--- config.mk ---
export PLATFORM = sky130hd
export DESIGN_NAME = reg_file_rename
export DESIGN_NICKNAME = d
export VERILOG_FILES = /design/src/rtl/reg_file_rename_pkg.sv /design/src/rtl/reg_file_rename_rf_read_port.sv /design/src/rtl/reg_file_rename.sv
export SDC_FILE = /design/constraint.sdc
export NUM_CORES = 2
export LEC_CHECK = 0
export BUFFER_PORTS_ARGS = -buffer_cell sky130_fd_sc_hd__buf_2
export CAP_MARGIN = 20
export CORE_ASPECT_RATIO = 2
export CORE_UTILIZATION = 40
export DETAILED_ROUTE_END_ITERATION = 10
export GPL_ROUTABILITY_DRIVEN = 0
export PLACE_DENSITY_LB_ADDON = 0.12
export SKIP_CTS_REPAIR_TIMING = 1
export SYNTH_ARGS = -nofsm -noshare
export SYNTH_HDL_FRONTEND = slang
export SYNTH_SLANG_ARGS = --single-unit
--- constraint.sdc ---
create_clock -name clk -period 20.7 [get_ports clk]
set_input_delay 6.21 -clock clk [delete_from_list [all_inputs] [get_ports clk]]
set_output_delay 6.21 -clock clk [all_outputs]
set_load 0.1 [all_outputs]
--- src/rtl/reg_file_rename_pkg.sv ---
// reg_file_rename_pkg: widths and constants shared by the register file, ROB and dispatcher
package reg_file_rename_pkg;
    localparam int REG_NUM  = 32;
    localparam int REG_ID_W = 5;
    localparam int ROB_ID_W = 4;
    localparam int DATA_W   = 32;
    localparam logic [REG_ID_W-1:0] ZERO_REG = '0;
endpackage

--- src/rtl/reg_file_rename_rf_read_port.sv ---
// rf_read_port: operand select for one read port, with same-cycle commit bypass
module rf_read_port
    import reg_file_rename_pkg::*;
(
    input  logic [REG_ID_W-1:0] rs_id_i,
    input  logic [DATA_W-1:0]   ent_val_i,
    input  logic                ent_busy_i,
    input  logic [ROB_ID_W-1:0] ent_tag_i,
    input  logic                commit_vld_i,
    input  logic [REG_ID_W-1:0] commit_reg_id_i,
    input  logic [ROB_ID_W-1:0] commit_rob_id_i,
    input  logic [DATA_W-1:0]   commit_val_i,
    output logic [DATA_W-1:0]   rs_val_o,
    output logic                rs_busy_o,
    output logic [ROB_ID_W-1:0] rs_tag_o
);
    logic is_zero;
    logic hit;
    // only the commit of the current producer may forward; older producers are stale
    always_comb begin
        is_zero   = rs_id_i == ZERO_REG;
        hit       = ent_busy_i && commit_vld_i && commit_reg_id_i == rs_id_i && commit_rob_id_i == ent_tag_i;
        rs_val_o  = is_zero ? '0 : hit ? commit_val_i : ent_val_i;
        rs_busy_o = is_zero ? 1'b0 : hit ? 1'b0 : ent_busy_i;
        rs_tag_o  = is_zero ? '0 : ent_tag_i;
    end
endmodule

--- src/rtl/reg_file_rename.sv ---
// reg_file_rename: architectural register file with per-register rename tags
// written by ROB commit, renamed by dispatch, flushed by ROB clear.
module reg_file_rename
    import reg_file_rename_pkg::*;
(
    input  logic                clk,
    input  logic                rst,
    input  logic                rdy,
    input  logic                clear,
    input  logic                rename_en,
    input  logic [REG_ID_W-1:0] rename_rd,
    input  logic [ROB_ID_W-1:0] rename_rob_id,
    input  logic                commit_en,
    input  logic [REG_ID_W-1:0] commit_reg_id,
    input  logic [ROB_ID_W-1:0] commit_rob_id,
    input  logic [DATA_W-1:0]   commit_val,
    input  logic [REG_ID_W-1:0] rs1_id,
    input  logic [REG_ID_W-1:0] rs2_id,
    output logic [DATA_W-1:0]   rs1_val,
    output logic [DATA_W-1:0]   rs2_val,
    output logic                rs1_busy,
    output logic                rs2_busy,
    output logic [ROB_ID_W-1:0] rs1_tag,
    output logic [ROB_ID_W-1:0] rs2_tag
);
    logic [DATA_W-1:0]   val_q  [REG_NUM];
    logic [DATA_W-1:0]   val_d  [REG_NUM];
    logic                busy_q [REG_NUM];
    logic                busy_d [REG_NUM];
    logic [ROB_ID_W-1:0] tag_q  [REG_NUM];
    logic [ROB_ID_W-1:0] tag_d  [REG_NUM];
    logic                commit_vld;

    assign commit_vld = rdy && commit_en;

    // rename is applied after commit so it wins busy/tag on the same register
    always_comb begin
        val_d  = val_q;
        busy_d = busy_q;
        tag_d  = tag_q;
        if (commit_vld && commit_reg_id != ZERO_REG) begin
            val_d[commit_reg_id] = commit_val;
            if (busy_q[commit_reg_id] && tag_q[commit_reg_id] == commit_rob_id)
                busy_d[commit_reg_id] = 1'b0;
        end
        if (rdy && clear) begin
            for (int i = 0; i < REG_NUM; i++) busy_d[i] = 1'b0;
        end else if (rdy && rename_en && rename_rd != ZERO_REG) begin
            busy_d[rename_rd] = 1'b1;
            tag_d[rename_rd]  = rename_rob_id;
        end
    end

    always_ff @(posedge clk) begin
        if (!rst) begin
            for (int i = 0; i < REG_NUM; i++) begin
                val_q[i]  <= '0;
                busy_q[i] <= 1'b0;
                tag_q[i]  <= '0;
            end
        end else begin
            val_q  <= val_d;
            busy_q <= busy_d;
            tag_q  <= tag_d;
        end
    end

    rf_read_port u_rs1 (
        .rs_id_i         (rs1_id),
        .ent_val_i       (val_q[rs1_id]),
        .ent_busy_i      (busy_q[rs1_id]),
        .ent_tag_i       (tag_q[rs1_id]),
        .commit_vld_i    (commit_vld),
        .commit_reg_id_i (commit_reg_id),
        .commit_rob_id_i (commit_rob_id),
        .commit_val_i    (commit_val),
        .rs_val_o        (rs1_val),
        .rs_busy_o       (rs1_busy),
        .rs_tag_o        (rs1_tag)
    );

    rf_read_port u_rs2 (
        .rs_id_i         (rs2_id),
        .ent_val_i       (val_q[rs2_id]),
        .ent_busy_i      (busy_q[rs2_id]),
        .ent_tag_i       (tag_q[rs2_id]),
        .commit_vld_i    (commit_vld),
        .commit_reg_id_i (commit_reg_id),
        .commit_rob_id_i (commit_rob_id),
        .commit_val_i    (commit_val),
        .rs_val_o        (rs2_val),
        .rs_busy_o       (rs2_busy),
        .rs_tag_o        (rs2_tag)
    );
endmodule

Yosys cells after proc, flatten, opt, wreduce, memory -nomap -nowiden
Cells that the tools add are included.
- register bits after elaboration: 1184
- input bits: 66
- output and inout bits: 74
- word-level logic and storage cells: 183
- order comparisons: 6
- eq/ne operators: 5
- multiplexer cells: 47
- bitwise logic cells: 9
- reduce and logical (&&, ||, !) cells: 20
- operators with widths (kind ; count):
    bitwise mux 1024 bit ; 1
    2-to-1 mux 32 bit ; 12
    binary-select mux 32 bit (select 5 bit) ; 2
    demux 32 bit (select 5 bit) ; 1
    bitwise mux 128 bit ; 1
    binary-select mux 4 bit (select 5 bit) ; 3
    2-to-1 mux 4 bit ; 9
    bitwise AND 32 bit ; 1
    inverter 32 bit ; 1
    bitwise OR 32 bit ; 1
    greater-or-equal comparator 6 bit (second input constant) ; 4
    inverter 5 -> 6 bit ; 4
    demux 4 bit (select 5 bit) ; 1
    binary-select mux 1 bit (select 5 bit) ; 3
    logical AND 1 bit ; 14
    == test 4 bit ; 3
    less-than comparator 6 x 1 -> 1 bit (second input constant) ; 2
    2-to-1 mux 1 bit ; 12
    demux 1 bit (select 5 bit) ; 2
    == test 5 bit ; 2
    zero test 5 bit ; 2
    nonzero test 5 bit ; 2
    inverter 1 bit ; 2
    AND reduction 2 bit ; 1
    OR reduction 2 bit ; 1

Longest topological paths before layout
- word-level depth: 11
- gate-level depth with buffers: 12
- mapped depth without buffers: 7

Cells and area by module
From an unflattened synthesis, not the netlist that was laid out.
- cells, all modules: 6669
- area total of the unflattened synthesis: 65033.6 um2
- by module, submodules not included (module ; instances ; cells an instance ; area each (um2) ; seq. area each (um2)):
    reg_file_rename ; 1 ; 6413 ; 63449.6 ; 23702.7
    rf_read_port ; 2 ; 128 ; 792.0 ; 0.0

Least setup slack after synthesis
OpenSTA, ideal clock, no wires.
- kind: input to output
- start point: input port rs1_id[1]
- end point: output port rs1_busy
- arrival: 10514 ps
- data required time: 14490 ps
- slack: 3976 ps
- stages: 10
- buffers on the path: 4
- cells stage by stage: buf_4 > buf_6 > buf_6 > mux4_2 > mux4_2 > a211oi_1 > xnor2_1 > nor3_4 > buf_6 > nor3_1
- cells in the longest elaborated chain, start to end: 9
- elaborated cells on any way between the ends: 15
- those cells by class: 2 x eq/ne; 8 x mux; 1 x bitwise; 4 x reduce/logical
- ends and longest elaborated chain (item ; line ; RTL):
    start, declared ; reg_file_rename.sv:17 ; input logic [REG_ID_W-1:0] rs1_id,
    parallel branches: the longest is 8 deep, another holds inverter 5 -> 6 bit ; - ;
    2-to-1 mux 1 bit (*) ; reg_file_rename_rf_read_port.sv:24 ; rs_busy_o = is_zero ? 1'b0 : hit ? 1'b0 : ent_busy_i;
    end, declared ; reg_file_rename.sv:21 ; output logic rs1_busy,
Every way passes the cells marked *. The select of a mux whose other input is x is not followed.

Final worst setup path
- start point: input port rs2_id[0]
- end point: output port rs2_val[31]
- cells in the longest elaborated chain, start to end: 9
- elaborated cells on any way between the ends: 18
- those cells by class: 2 x eq/ne; 11 x mux; 1 x bitwise; 4 x reduce/logical
- ends and longest elaborated chain (item ; line ; RTL):
    start, declared ; reg_file_rename.sv:18 ; input logic [REG_ID_W-1:0] rs2_id,
    parallel branches: the longest is 8 deep, another holds 2-to-1 mux 32 bit ; - ;
    2-to-1 mux 32 bit (*) ; reg_file_rename_rf_read_port.sv:23 ; rs_val_o = is_zero ? '0 : hit ? commit_val_i : ent_val_i;
    end, declared ; reg_file_rename.sv:20 ; output logic [DATA_W-1:0] rs2_val,
Marked as above.

==> metrics <==
synthesized area per cell between 9 and 10 sq um; num ports 140; Core Box Area 162000 sq um; DR WL/cell 33.4 um; Startpoint Class primary input; Fin. Hold Viols 0; Crit path depth 11; Arr. time, crit path approximately 11 ns; Final Setup Violations 0; Pwr Density ~70 nW/um^2; row count roughly 210; post-synth cell types 47; hold path endpoint val_q[445]; Hold Crit Start val_q[445]; Remaining DRCs 0; CP Max Fanout 78; Overflow after GRT 0; TritonCTS clock tree built; Nets 6438; via count roughly 54000; die width 287 um; Top delay family on crit path buffers and inverters; maximum vdd drop roughly 0.000068 V; worst reg2reg setup slack 17.43 ns; clock slew at reported path FFs 0.06 ns; Worst Skew 0.0347 ns; Post-synth EDFFs 0; Global Route Usage Sum 0.345; Pre-Repair DR Iteration Count 5; Post-DP HPWL 166000 um; vias per cell 6.26; Seq/Total Area, Yosys 0.364; setup TNS 0 ns; initial core utilization 0.402; Hold Path Depth 2; worst-skew pair later-pin latency 0.76 ns; Multi-input gate area 39000 sq um; worst-margin pin slew between 1 and 1.5 ns; largest net degree at the start of global routing 154; unrepaired setup endpoints after global routing no; fmax 57.9 MHz; reg2reg end busy_q[12]; vias in the first global route 52400; Area Overhead vs Synth 8.93%; CP required 14.49 ns; Slowest-stage cell, CP nor4_4; Syn Nets 6786; synthesized area 65100 sq um; max incr delay on CP 0.88 ns; MaxCap Viol Count 0; layout cells sized above 1 0.210; R2R Path Start tag_q[112]; Yosys Warn Count 0; final wirelength 287000 um; register area 23700 sq um; Cell Chain, Critical Path buf_8 > buf_4 > mux4_2 > mux2i_1 > nand3_1 > nand4_1 > xnor2_1 > nor4_4 > buf_4 > mux2i_1 > buf_2; top-count cell post-synth nand2_1; synthesized instance count 6720; CTS root buf clkbuf_16; Hold Path Class reg2reg; remaining antenna violation count 0; H-tree levels 3; Die H 573 um; top cells by count, synth nand2_1, dfxtp_1, a21boi_0, mux4_2, clkbuf_1; CTS sink cnt 1184; global-route wire length before repair between 400000 and 500000 um; fin crit share 0.834; Port Buf Inserts 139; initial antenna violation count 14; Crit Path Class in2out; status complete, no violations; CTS max path bufs 3; final core utilization 0.438; Post-synth ARST share 0; Lkg Pwr 22.4 nW; top post-synthesis cells by area dfxtp_1, mux4_2, nand2_1; Reg2Reg Depth 8; ys flop type dfxtp_1; Setup crit end kind output port; FILL cells 15200; Max Slew Vio Count 0; Synth Register Bits approximately 1200; Die Area 165000 sq um; WP buf/inv 4; DR iter-0 viols 5315; Slew HR 0.217; cell type with the largest total area after synthesis dfxtp_1; Final Critical Period 17.27 ns; TritonCTS Buffers 113; share of the synthesized area in the top cell type 0.364
==> routing by layer <==
| metal | wire length [um] | up-vias | GRT usage |
|---|---|---|---|
| li1 | - | 22900 | - |
| met1 | 100000 | 27200 | 0.394 |
| met2 | 140000 | 2726 | 0.572 |
| met3 | 21100 | 928 | 0.0568 |
| met4 | 25200 | 10 | 0.266 |
| met5 | 70 | - | 0 |
==> worst max path at each step <==
stage,from,endpoint,slack (ns)
2_1_floorplan,rs1_id[1],rs1_busy,3.98
3_3_place_gp,rs2_id[0],rs2_val[3],3.37
3_5_place_dp,rs2_id[0],rs2_val[31],3.42
4_1_cts,rs2_id[0],rs2_val[31],3.39
5_1_grt,rs2_id[0],rs2_val[31],3.17
6_report,rs2_id[0],rs2_val[31],3.43
==> worst reg2reg max path, cell delays in order, from the launching register on <==
cell     delay (ns)
dfxtp_1        0.43
mux4_2         0.58
mux4_2         0.48
mux2i_1        0.17
xnor2_1        0.10
nor3_2         0.72
and2_0         0.26
buf_4          0.30
a21oi_1        0.11
==> per-stage QoR <==
step	instances	total power [mW]	worst slack (ns)	hold slack (ns)	area, sq um
2_1_floorplan	6720	2.61	3.98	0.443	65100
3_3_place_gp	8366	2.73	3.37	0.456	67000
3_5_place_dp	8367	2.73	3.42	0.460	67000
4_1_cts	8579	4.96	3.39	0.477	70900
5_1_grt	8583	5.07	3.17	0.497	71000
6_report	8588	4.94	3.43	0.473	71000
==> state kept, by name, indices dropped and copies added, names as in the netlist <==
register,cells
tag_q,128
val_q,1024
busy_q,32
==> cells by family after synthesis <==
family	synth area share
and+or+nand+nor	0.154
AOI/OAI and AO/OA	0.144
DFF	0.364
muxes	0.292
buffers and inverters	0.0440
xor gates and xnor gates	0.00296
==> final cells by class <==
type,instances,share of cell area
flip-flops and latches,1184,0.334
diodes,9,0.000317
repair buffers,252,0.0236
clock inverters,50,0.00836
multi-input cells,4813,0.549
well taps,2110,0.0372
inverters,8,0.000494
clock buffers,162,0.0466
==> where the power goes <==
part	total, mW	switching, mW	internal [mW]
Combinational	0.393	0.265	0.127
Sequential	2.29	0.00720	2.29
Clock	2.26	1.01	1.25
Total	4.94	1.28	3.66
==> layout by cell type (no fill, tap or decap), types with 14 or more instances in the layout <==
| cell | n |
|---|---|
| nand2_1 | 2259 |
| dfxtp_1 | 1184 |
| a21boi_0 | 1112 |
| mux4_2 | 773 |
| buf_2 | 128 |
| o21ai_0 | 122 |
| clkbuf_16 | 115 |
| buf_4 | 113 |
| nor2_1 | 101 |
| mux2i_1 | 86 |
| mux2_2 | 64 |
| and2_1 | 42 |
| nand3_1 | 40 |
| clkinv_2 | 29 |
| nor2_4 | 27 |
| clkbuf_8 | 25 |
| a21oi_1 | 24 |
| clkbuf_1 | 22 |
| xnor2_1 | 20 |
| nand2_2 | 20 |
| nor2b_1 | 14 |
No activity file was read; power rests on OpenSTA's default activity.
